$ cat config.mk
export PLATFORM = sky130hd
export DESIGN_NAME = gate_mux_arbiter_flat
export DESIGN_NICKNAME = d
export VERILOG_FILES = /design/src/rtl/gate_mux_pkg.sv /design/src/rtl/gate_mux_arbiter_if.sv /design/src/rtl/gate_mux8_unit.sv /design/src/rtl/gate_mux_arbiter.sv /design/src/flat_wrapper.sv
export SDC_FILE = /design/constraint.sdc
export NUM_CORES = 1
export LEC_CHECK = 0
export ABC_AREA = 0
export CAP_MARGIN = 20
export CELL_PAD_IN_SITES_DETAIL_PLACEMENT = 0
export CELL_PAD_IN_SITES_GLOBAL_PLACEMENT = 2
export CORE_UTILIZATION = 32
export CTS_CLUSTER_SIZE = 16
export DETAILED_ROUTE_END_ITERATION = 8
export GPL_TIMING_DRIVEN = 0
export PLACE_DENSITY = 0.88
export SYNTH_ARGS = -nofsm -noshare
export SYNTH_HDL_FRONTEND = slang
export SYNTH_HIERARCHICAL = 1
export SYNTH_SLANG_ARGS = --single-unit
$ cat constraint.sdc
create_clock -name clk -period 5 [get_ports clk]
set_input_delay 0.75 -clock clk [delete_from_list [all_inputs] [get_ports clk]]
set_output_delay 0.75 -clock clk [all_outputs]
set_load 0.005 [all_outputs]
$ cat src/rtl/gate_mux_pkg.sv
// Shared definitions for the gate-mux arbiter: opcode values and FSM state encoding.
package gate_mux_pkg;

  localparam logic [2:0] OP_AND  = 3'd0;
  localparam logic [2:0] OP_OR   = 3'd1;
  localparam logic [2:0] OP_NOT  = 3'd2;
  localparam logic [2:0] OP_NAND = 3'd3;
  localparam logic [2:0] OP_NOR  = 3'd4;
  localparam logic [2:0] OP_XOR  = 3'd5;
  localparam logic [2:0] OP_XNOR = 3'd6;
  localparam logic [2:0] OP_BUF  = 3'd7;

  typedef enum logic [1:0] {
    ST_IDLE = 2'd0,
    ST_EXEC = 2'd1,
    ST_ACK  = 2'd2
  } state_t;

endpackage

$ cat src/rtl/gate_mux_arbiter_if.sv
// Requester-side bus of the gate-mux arbiter: per-requester request/operands plus shared result.
interface gate_mux_arbiter_if #(
  parameter int N     = 4,
  parameter int CNT_W = 16
) ();

  localparam int GID_W = (N > 1) ? $clog2(N) : 1;

  logic [N-1:0]     req;
  logic [3*N-1:0]   op;
  logic [N-1:0]     a;
  logic [N-1:0]     b;
  logic [N-1:0]     ack;
  logic             y;
  logic             busy;
  logic [GID_W-1:0] grant_id;
  logic [CNT_W-1:0] done_cnt;

  modport master (
    output req, op, a, b,
    input  ack, y, busy, grant_id, done_cnt
  );

  modport slave (
    input  req, op, a, b,
    output ack, y, busy, grant_id, done_cnt
  );

endinterface

$ cat src/rtl/gate_mux8_unit.sv
// Combinational universal gate: an 8:1 mux picks one of eight 2-input gate functions by opcode.
module gate_mux8_unit
  import gate_mux_pkg::*;
(
  input  logic [2:0] op,
  input  logic       a,
  input  logic       b,
  output logic       y
);

  logic [7:0] fn;

  always_comb begin
    fn          = '0;
    fn[OP_AND]  = a & b;
    fn[OP_OR]   = a | b;
    fn[OP_NOT]  = ~a;
    fn[OP_NAND] = ~(a & b);
    fn[OP_NOR]  = ~(a | b);
    fn[OP_XOR]  = a ^ b;
    fn[OP_XNOR] = ~(a ^ b);
    fn[OP_BUF]  = a;
    y           = fn[op];
  end

endmodule

$ cat src/rtl/gate_mux_arbiter.sv
// Round-robin arbiter sharing one gate_mux8_unit among N requesters; IDLE->EXEC->ACK per operation.
module gate_mux_arbiter
  import gate_mux_pkg::*;
#(
  parameter int N     = 4,
  parameter int CNT_W = 16
) (
  input  logic               clk,
  input  logic               rst,
  gate_mux_arbiter_if.slave  bus
);

  localparam int GID_W = (N > 1) ? $clog2(N) : 1;

  state_t           state_q, state_n;
  logic [GID_W-1:0] grant_q, grant_n;
  logic [GID_W-1:0] rr_q, rr_n;
  logic [2:0]       op_q, op_n;
  logic             a_q, a_n;
  logic             b_q, b_n;
  logic             y_q, y_n;
  logic [N-1:0]     ack_q, ack_n;
  logic             busy_q, busy_n;
  logic [CNT_W-1:0] cnt_q, cnt_n;

  logic             win_vld;
  logic [GID_W-1:0] win_idx;
  logic             hi_vld;
  logic [GID_W-1:0] hi_idx;
  logic [GID_W-1:0] lo_idx;
  logic [2:0]       op_sel;
  logic             a_sel;
  logic             b_sel;
  logic [N-1:0]     grant_onehot;
  logic             unit_y;

  // Round-robin: lowest requester at or above rr_q wins, else wrap to the lowest overall.
  always_comb begin
    hi_vld  = 1'b0;
    hi_idx  = '0;
    win_vld = 1'b0;
    lo_idx  = '0;
    for (int i = N - 1; i >= 0; i--) begin
      if (bus.req[i]) begin
        win_vld = 1'b1;
        lo_idx  = GID_W'(i);
        if (GID_W'(i) >= rr_q) begin
          hi_vld = 1'b1;
          hi_idx = GID_W'(i);
        end
      end
    end
    win_idx = hi_vld ? hi_idx : lo_idx;
  end

  always_comb begin
    op_sel = '0;
    a_sel  = 1'b0;
    b_sel  = 1'b0;
    for (int i = 0; i < N; i++) begin
      if (GID_W'(i) == win_idx) begin
        op_sel = bus.op[3*i +: 3];
        a_sel  = bus.a[i];
        b_sel  = bus.b[i];
      end
    end
  end

  always_comb begin
    grant_onehot = '0;
    for (int i = 0; i < N; i++) begin
      grant_onehot[i] = (GID_W'(i) == grant_q);
    end
  end

  // The unit only ever sees the captured operands, so requesters may change theirs mid-flight.
  gate_mux8_unit u_unit (
    .op (op_q),
    .a  (a_q),
    .b  (b_q),
    .y  (unit_y)
  );

  always_comb begin
    state_n = state_q;
    grant_n = grant_q;
    rr_n    = rr_q;
    op_n    = op_q;
    a_n     = a_q;
    b_n     = b_q;
    y_n     = y_q;
    ack_n   = ack_q;
    busy_n  = busy_q;
    cnt_n   = cnt_q;
    unique case (state_q)
      ST_IDLE: begin
        if (win_vld) begin
          grant_n = win_idx;
          op_n    = op_sel;
          a_n     = a_sel;
          b_n     = b_sel;
          busy_n  = 1'b1;
          state_n = ST_EXEC;
        end
      end
      ST_EXEC: begin
        y_n     = unit_y;
        ack_n   = grant_onehot;
        state_n = ST_ACK;
      end
      ST_ACK: begin
        ack_n   = '0;
        rr_n    = (grant_q == GID_W'(N - 1)) ? '0 : grant_q + GID_W'(1);
        cnt_n   = cnt_q + CNT_W'(1);
        busy_n  = 1'b0;
        state_n = ST_IDLE;
      end
      default: begin
        ack_n   = '0;
        busy_n  = 1'b0;
        state_n = ST_IDLE;
      end
    endcase
  end

  always_ff @(posedge clk or posedge rst) begin
    if (rst) begin
      state_q <= ST_IDLE;
    end else begin
      state_q <= state_n;
    end
  end

  always_ff @(posedge clk or posedge rst) begin
    if (rst) begin
      grant_q <= '0;
      rr_q    <= '0;
      op_q    <= '0;
      a_q     <= 1'b0;
      b_q     <= 1'b0;
      y_q     <= 1'b0;
      ack_q   <= '0;
      busy_q  <= 1'b0;
      cnt_q   <= '0;
    end else begin
      grant_q <= grant_n;
      rr_q    <= rr_n;
      op_q    <= op_n;
      a_q     <= a_n;
      b_q     <= b_n;
      y_q     <= y_n;
      ack_q   <= ack_n;
      busy_q  <= busy_n;
      cnt_q   <= cnt_n;
    end
  end

  assign bus.ack      = ack_q;
  assign bus.y        = y_q;
  assign bus.busy     = busy_q;
  assign bus.grant_id = grant_q;
  assign bus.done_cnt = cnt_q;

endmodule
$ cat src/flat_wrapper.sv
// flat-port wrapper written by rule: the top's interface ports become plain ports
module gate_mux_arbiter_flat import gate_mux_pkg::*;
#(
  parameter int N     = 4,
  parameter int CNT_W = 16
)
  (clk, rst, bus_req, bus_op, bus_a, bus_b, bus_ack, bus_y, bus_busy, bus_grant_id, bus_done_cnt);
  gate_mux_arbiter_if #(.N(N), .CNT_W(CNT_W)) bus_i ();
  input  logic clk;
  input  logic rst;
  input wire logic [$bits(bus_i.req)-1:0] bus_req;
  input wire logic [$bits(bus_i.op)-1:0] bus_op;
  input wire logic [$bits(bus_i.a)-1:0] bus_a;
  input wire logic [$bits(bus_i.b)-1:0] bus_b;
  output wire logic [$bits(bus_i.ack)-1:0] bus_ack;
  output wire logic [$bits(bus_i.y)-1:0] bus_y;
  output wire logic [$bits(bus_i.busy)-1:0] bus_busy;
  output wire logic [$bits(bus_i.grant_id)-1:0] bus_grant_id;
  output wire logic [$bits(bus_i.done_cnt)-1:0] bus_done_cnt;
  assign bus_i.req = bus_req;
  assign bus_i.op = bus_op;
  assign bus_i.a = bus_a;
  assign bus_i.b = bus_b;
  assign bus_ack = bus_i.ack;
  assign bus_y = bus_i.y;
  assign bus_busy = bus_i.busy;
  assign bus_grant_id = bus_i.grant_id;
  assign bus_done_cnt = bus_i.done_cnt;
  gate_mux_arbiter #(.N(N), .CNT_W(CNT_W)) u_core (.clk(clk), .rst(rst), .bus(bus_i));
endmodule
==> results of run 1 <==
-- critical path: cells and delay by family --
| family | cells | cell delay [ps] |
|---|---|---|
| compound gates | 3 | 810 |
| buf+inv | 2 | 790 |
| simple gates | 2 | 240 |
-- final cells by class --
| type | count | area [um2] |
|---|---|---|
| buffer | 4 | 25.02 |
| clock buffer | 6 | 72.57 |
| clock inverter | 2 | 10.01 |
| fill | 549 | 2969 |
| inverter | 11 | 42.54 |
| multi-input combinational | 125 | 919.6 |
| sequential | 33 | 825.8 |
| tap | 72 | 90.09 |
| timing repair buffer | 50 | 518.0 |
-- layer usage --
layer	GRT usage	vias to the layer above
met5	0	-
li1	-	715
met4	0.06226	0
met3	0.03095	5
met2	0.2080	36
met1	0.1982	677
-- per-stage QoR --
step | setup WS, ps | total power [uW]
6_report | 2537 | 1154
4_1_cts | 2514 | 1174
3_5_place_dp | 2216 | 973.9
5_1_grt | 2387 | 1252
2_1_floorplan | 3089 | 766.7
3_3_place_gp | 2218 | 968.6
-- power by group --
| part | internal, uW | switching (uW) |
|---|---|---|
| registers | 353 | 80.0 |
| clock network | 96.3 | 92.2 |
| logic | 286 | 247 |
| total | 735 | 419 |
-- worst min path at each step --
stage | cells past startpoint | slack (ps) | start | end
final | 1 | 470 | u_core/bus.done_cnt[15]$_DFFE_PP0N_ | u_core/bus.done_cnt[15]$_DFFE_PP0N_
after global routing | 1 | 510 | u_core/bus.done_cnt[15]$_DFFE_PP0N_ | u_core/bus.done_cnt[15]$_DFFE_PP0N_
after CTS | 1 | 480 | u_core/bus.done_cnt[15]$_DFFE_PP0N_ | u_core/bus.done_cnt[15]$_DFFE_PP0N_
after detailed placement | 1 | 470 | u_core/bus.done_cnt[15]$_DFFE_PP0N_ | u_core/bus.done_cnt[15]$_DFFE_PP0N_
after global placement | 1 | 460 | u_core/bus.done_cnt[15]$_DFFE_PP0N_ | u_core/bus.done_cnt[15]$_DFFE_PP0N_
after floorplan | 1 | 460 | u_core/bus.done_cnt[15]$_DFFE_PP0N_ | u_core/bus.done_cnt[15]$_DFFE_PP0N_
-- cell usage in the layout, fill, tap and decap left out, types with 5 or more instances in the layout --
cell type        count
a221oi_1             5
a311oi_1             5
and2b_2              5
clkbuf_8             5
clkdlybuf4s50_1     49
dfrtp_1             33
ha_1                 9
inv_1               10
mux2i_1              6
nand2_1             25
nor2_1              14
xnor2_1             11
-- flip-flops by register name, indices dropped and copies added (netlist names) --
register	count
u_core/bus.grant_id	2
u_core/a_q	1
u_core/rr_q	2
u_core/bus.busy	1
u_core/b_q	1
u_core/op_q	3
u_core/state_q	2
u_core/bus.y	1
u_core/bus.ack	4
u_core/bus.done_cnt	16
-- synth_stat cells (2+ instances only) --
master	n	area (um2)
dfrtp_1	33	825.8
nand2_1	25	93.84
nor2_1	14	52.55
xnor2_1	11	96.34
inv_1	10	37.54
ha_1	9	112.6
mux2i_1	6	60.06
a221oi_1	5	43.79
a311oi_1	5	43.79
and2b_2	5	43.79
a21oi_1	4	20.02
xor2_1	4	35.03
and4_1	3	26.28
nand4_1	3	18.77
o21ai_0	3	15.01
and3_1	2	12.51
buf_2	2	10.01
buf_4	2	15.01
nand2b_1	2	12.51
nand3_1	2	10.01
nor2_2	2	12.51
nor2b_1	2	12.51
-- cell families after synthesis --
family | count (synthesis) | share of synthesized area
AND/OR/NAND/NOR | 67 | 0.2008
flip-flops | 33 | 0.4555
AO/OA/AOI/OAI | 26 | 0.1201
XOR/XNOR | 15 | 0.07246
buffers and inverters | 15 | 0.03726
adder cells (fa/ha/maj) | 9 | 0.06211
multiplexers | 8 | 0.05176
==> results.cfg, run 1 <==
[finish]
fin_cells = 303
fin_area_mm2 = 0.002504
diodes = 0
utilization = 0.4575
layout-drive-gt1-share = 0.1255
fin_nets = 265
synthToLayoutAreaGrowth_pct = 38.10

[cts]
cts_tree = done
clkTransAtPathRegs_ps = 70
post_cts_resized = 0
cts_root_buffer = clkbuf_8
htree_num_levels = 2
cts_hold_buffers = 0
clock_latency_ps = 280
clock_path_buffers = 2
numCtsBuffers = 5
clock-sinks = 33
postCtsSetupRepairBufs = 0

[grt]
grt_pass1_wl_um = 6596
grt_max_degree = 24
antenna_found_initial = 0
track_usage = 0.1416
grt_pass1_vias = 1371
gr-total-overflow = 0

[sta]
period_needed_ps = 2463
maxClockFrequency_ghz = 0.4061
setup_tns_ps = 0
worst_slew_pin_slew_ps = 563.6
finClkSkew_ps = 5.662
finalHoldViolCount = 0
drv_slew = 0
slew_headroom = 0.6203
fin_crit_sh = 0.4925
whs_ps = 472.3
rsz0062_at_grt = false
setup_viol = 0

[run]
maxCapViolations = 0

[drt]
wl_um = 3858
drtIter0Drc = 37
ant_nets = 0
avgViaCountPerCell = 4.729
remaining_drc_errors = 0
met2_length_um = 1775
top_layer_used = met4
wirelength_met1_um = 1824
wl_met3_um = 205
drtPass1Iterations = 4
dr_total_vias = 1433
post_drt_wl_per_cell_um = 12.73

[synthesis]
synth-edff-count = 0
synth-seq-cells = 33
syn_avg_cell_area_um2 = 10.48
synth_cells = 173
yosysSeqAreaShare = 0.4555
syn_nets = 208
ys_types = 41
yosys_warnings = 6
syn-cell-area_mm2 = 0.001813
synth-main-ff-cell = dfrtp_1
async_reset_ff_frac = 1.000

[power_and_ir_drop]
p_leak_uw = 0.001117
ir_drop_v = 0.0002406
p_per_area_mw_per_mm2 = 461.0

[setup_path]
cp-start-kind = input port
cp_cell_sequence = clkdlybuf4s50_1 -> nor2_2 -> a2111oi_2 -> nor2_1 -> buf_4 -> a221oi_1 -> a311oi_1
rr_endpoint = u_core/bus.y$_DFFE_PP0P_
cp-end-kind = flop
r2r_start = u_core/a_q$_DFFE_PP0P_
cp_slowest_cell = clkdlybuf4s50_1
cp.required_ps = 5130
arrival_ps = 2590
r2r_cells = 6
crit_fanout = 10
crit_end = u_core/op_q[0]$_DFFE_PP0P_
path_class = in -> reg
startpoint = bus_req[3]
cpPeakStageDelay_ps = 600
rrSetupSlack_ps = 3200

[floorplanning]
core_mm2 = 0.005473
die_w_um = 77.27
start_util = 0.3313
fp.dieH_um = 77.27
io-pin-count = 50
dieArea_mm2 = 0.005971
core.rowCount = 27

[placed_design]
hpwl_um = 3029
io_buffers = 49
dp.cells = 295
gp_congestion = 0.8394
placed_area_mm2 = 0.002421

[status]
status = complete, no violations

[hold_path]
hold_path_class = reg -> reg
No activity file was read; power rests on OpenSTA's default activity.
==> inputs of run 2 (changes only) <==
CORE_UTILIZATION = 26   (was 32)
PLACE_DENSITY = 0.77   (was 0.88)
clock period = 2.2 ns   (was 5 ns; I/O delays follow)
==> run 2 against run 1 <==
Net effect: routed wire length is 9.3% higher; clock power grew to 3.1 times the previous value; largest power group unchanged; cell area up 1.7%; combinational power up 130%; largest cell class unchanged; setup slack worse by 2400 ps; sequential cell count did not move; via count increased by 0.98%; global-route usage shrank 1.9 points; register-to-register slack got worse by 2800 ps; sequential power increased by 130%; die area is 22% higher; sequential share of layout area fell by 0.57 points; highest routed layer unchanged.
==> results.cfg, run 2 (same netlist as run 1, synthesis figures left out) <==
[status]
status = complete, no violations

[drt]
drtIter0Drc = 37
avgViaCountPerCell = 4.653
dr_total_vias = 1447
post_drt_wl_per_cell_um = 13.56
remaining_drc_errors = 0
drtPass1Iterations = 4
wl_um = 4218
ant_nets = 0

[floorplanning]
core.rowCount = 30
core_mm2 = 0.006756
io-pin-count = 50
fp.dieH_um = 85.51
dieArea_mm2 = 0.007311
start_util = 0.2683
die_w_um = 85.51

[power_and_ir_drop]
ir_drop_v = 0.0004792
p_leak_uw = 0.001130
report.power.total_uw = 2788
p_per_area_mw_per_mm2 = 1095

[sta]
finalHoldViolCount = 0
period_needed_ps = 2041
rsz0062_at_grt = false
finClkSkew_ps = 8.380
maxClockFrequency_ghz = 0.4900
setup_ws_ps = 159.3
fin_crit_sh = 0.9276
worst_slew_pin_slew_ps = 627.4
whs_ps = 403.1
drv_slew = 0
setup_tns_ps = 0
setup_viol = 0
slew_headroom = 0.5773

[finish]
nFillCells = 719
final_common_cell = clkdlybuf4s50_1
synthToLayoutAreaGrowth_pct = 40.51
layout-drive-gt1-share = 0.1255
diodes = 0
fin_nets = 265
fin_cells = 311
layout_common_cells = clkdlybuf4s50_1, dfrtp_1, nand2_1
largest_reg_flops = 16

[cts]
postCtsSetupRepairBufs = 0
clock-sinks = 33
clock_latency_ps = 280
htree_num_levels = 2
numCtsBuffers = 5
clkTransAtPathRegs_ps = 70
cts_tree = done
clock_path_buffers = 2
cts_hold_buffers = 0
post_cts_resized = 0
cts_root_buffer = clkbuf_8

[grt]
track_usage = 0.1226
antenna_found_initial = 0
gr-total-overflow = 0
grt_pass1_wl_um = 6941
grt_max_degree = 23
grt_pass1_vias = 1368

[setup_path]
cp-end-kind = flop
crit_fanout = 10
cp-start-kind = input port
path_class = in -> reg
cp.required_ps = 2330
arrival_ps = 2180

[placed_design]
gp_congestion = 0.7444
dp.cells = 303
dp_slack_ps = -160.1
io_buffers = 49
hpwl_um = 3217

[hold_path]
hold_path_class = in -> async

[run]
maxCapViolations = 0
==> run 2: cell count changes in the layout (fill, tap and decap cells not counted), sizes merged <==
cell and delta:
bufinv +1, clkbuf +1, clkinv -2
==> run 2: per-layer routing <==
layer	track usage	routed length [um]	up-vias
li1	-	-	713
met1	0.1595	1903	703
met2	0.1993	2082	25
met3	0.03465	177	6
met4	0.03636	55	0
met5	0	0	-
==> run 2: worst paths after layout <==
kind,start,endpoint,slack [ps],depth (start not counted)
setup / recovery,bus_req[3],u_core/op_q[2]$_DFFE_PP0P_,160,7
hold / removal,rst,u_core/bus.y$_DFFE_PP0P_,400,2
setup reg to reg,u_core/a_q$_DFFE_PP0P_,u_core/bus.y$_DFFE_PP0P_,370,6
hold reg to reg,u_core/bus.done_cnt[15]$_DFFE_PP0N_,u_core/bus.done_cnt[15]$_DFFE_PP0N_,480,1
max in group asynchronous,rst,u_core/bus.ack[3]$_DFFE_PP0N_,1280,3
min in group clk,u_core/bus.done_cnt[15]$_DFFE_PP0N_,u_core/bus.done_cnt[15]$_DFFE_PP0N_,480,1
==> run 2: metrics by stage <==
| stage | util | cell area, um2 |
|---|---|---|
| floorplan | - | 1813 |
| finish | 0.3770 | 2547 |
| detailed placement | 0.3598 | 2431 |
| CTS | 0.3770 | 2547 |
| global placement | 0.3557 | 2404 |
| global route | 0.3770 | 2547 |
==> run 2: critical path: stages <==
cell,delay (ps)
clkdlybuf4s50_1,590
nor2_2,120
a2111oi_2,380
nor2_1,110
buf_4,180
a221oi_1,370
a311oi_1,90
==> run 2: area by class of cell <==
cell class	count	area (um2)	area share
multi-input cells	125	919.6	0.3610
inverters	11	42.54	0.01670
plain buffers	4	25.02	0.009823
clock buffers	7	86.33	0.03389
flip-flops and latches	33	825.8	0.3242
repair buffers	50	518.0	0.2033
clock inverters	1	30.03	0.01179
well taps	80	100.1	0.03929
==> run 2: report_power, final <==
group          internal, uW  total (uW)  switching, uW
Clock                   369         588            219
Combinational           649        1220            572
Sequential              802         979            177
Total                  1820        2790            968
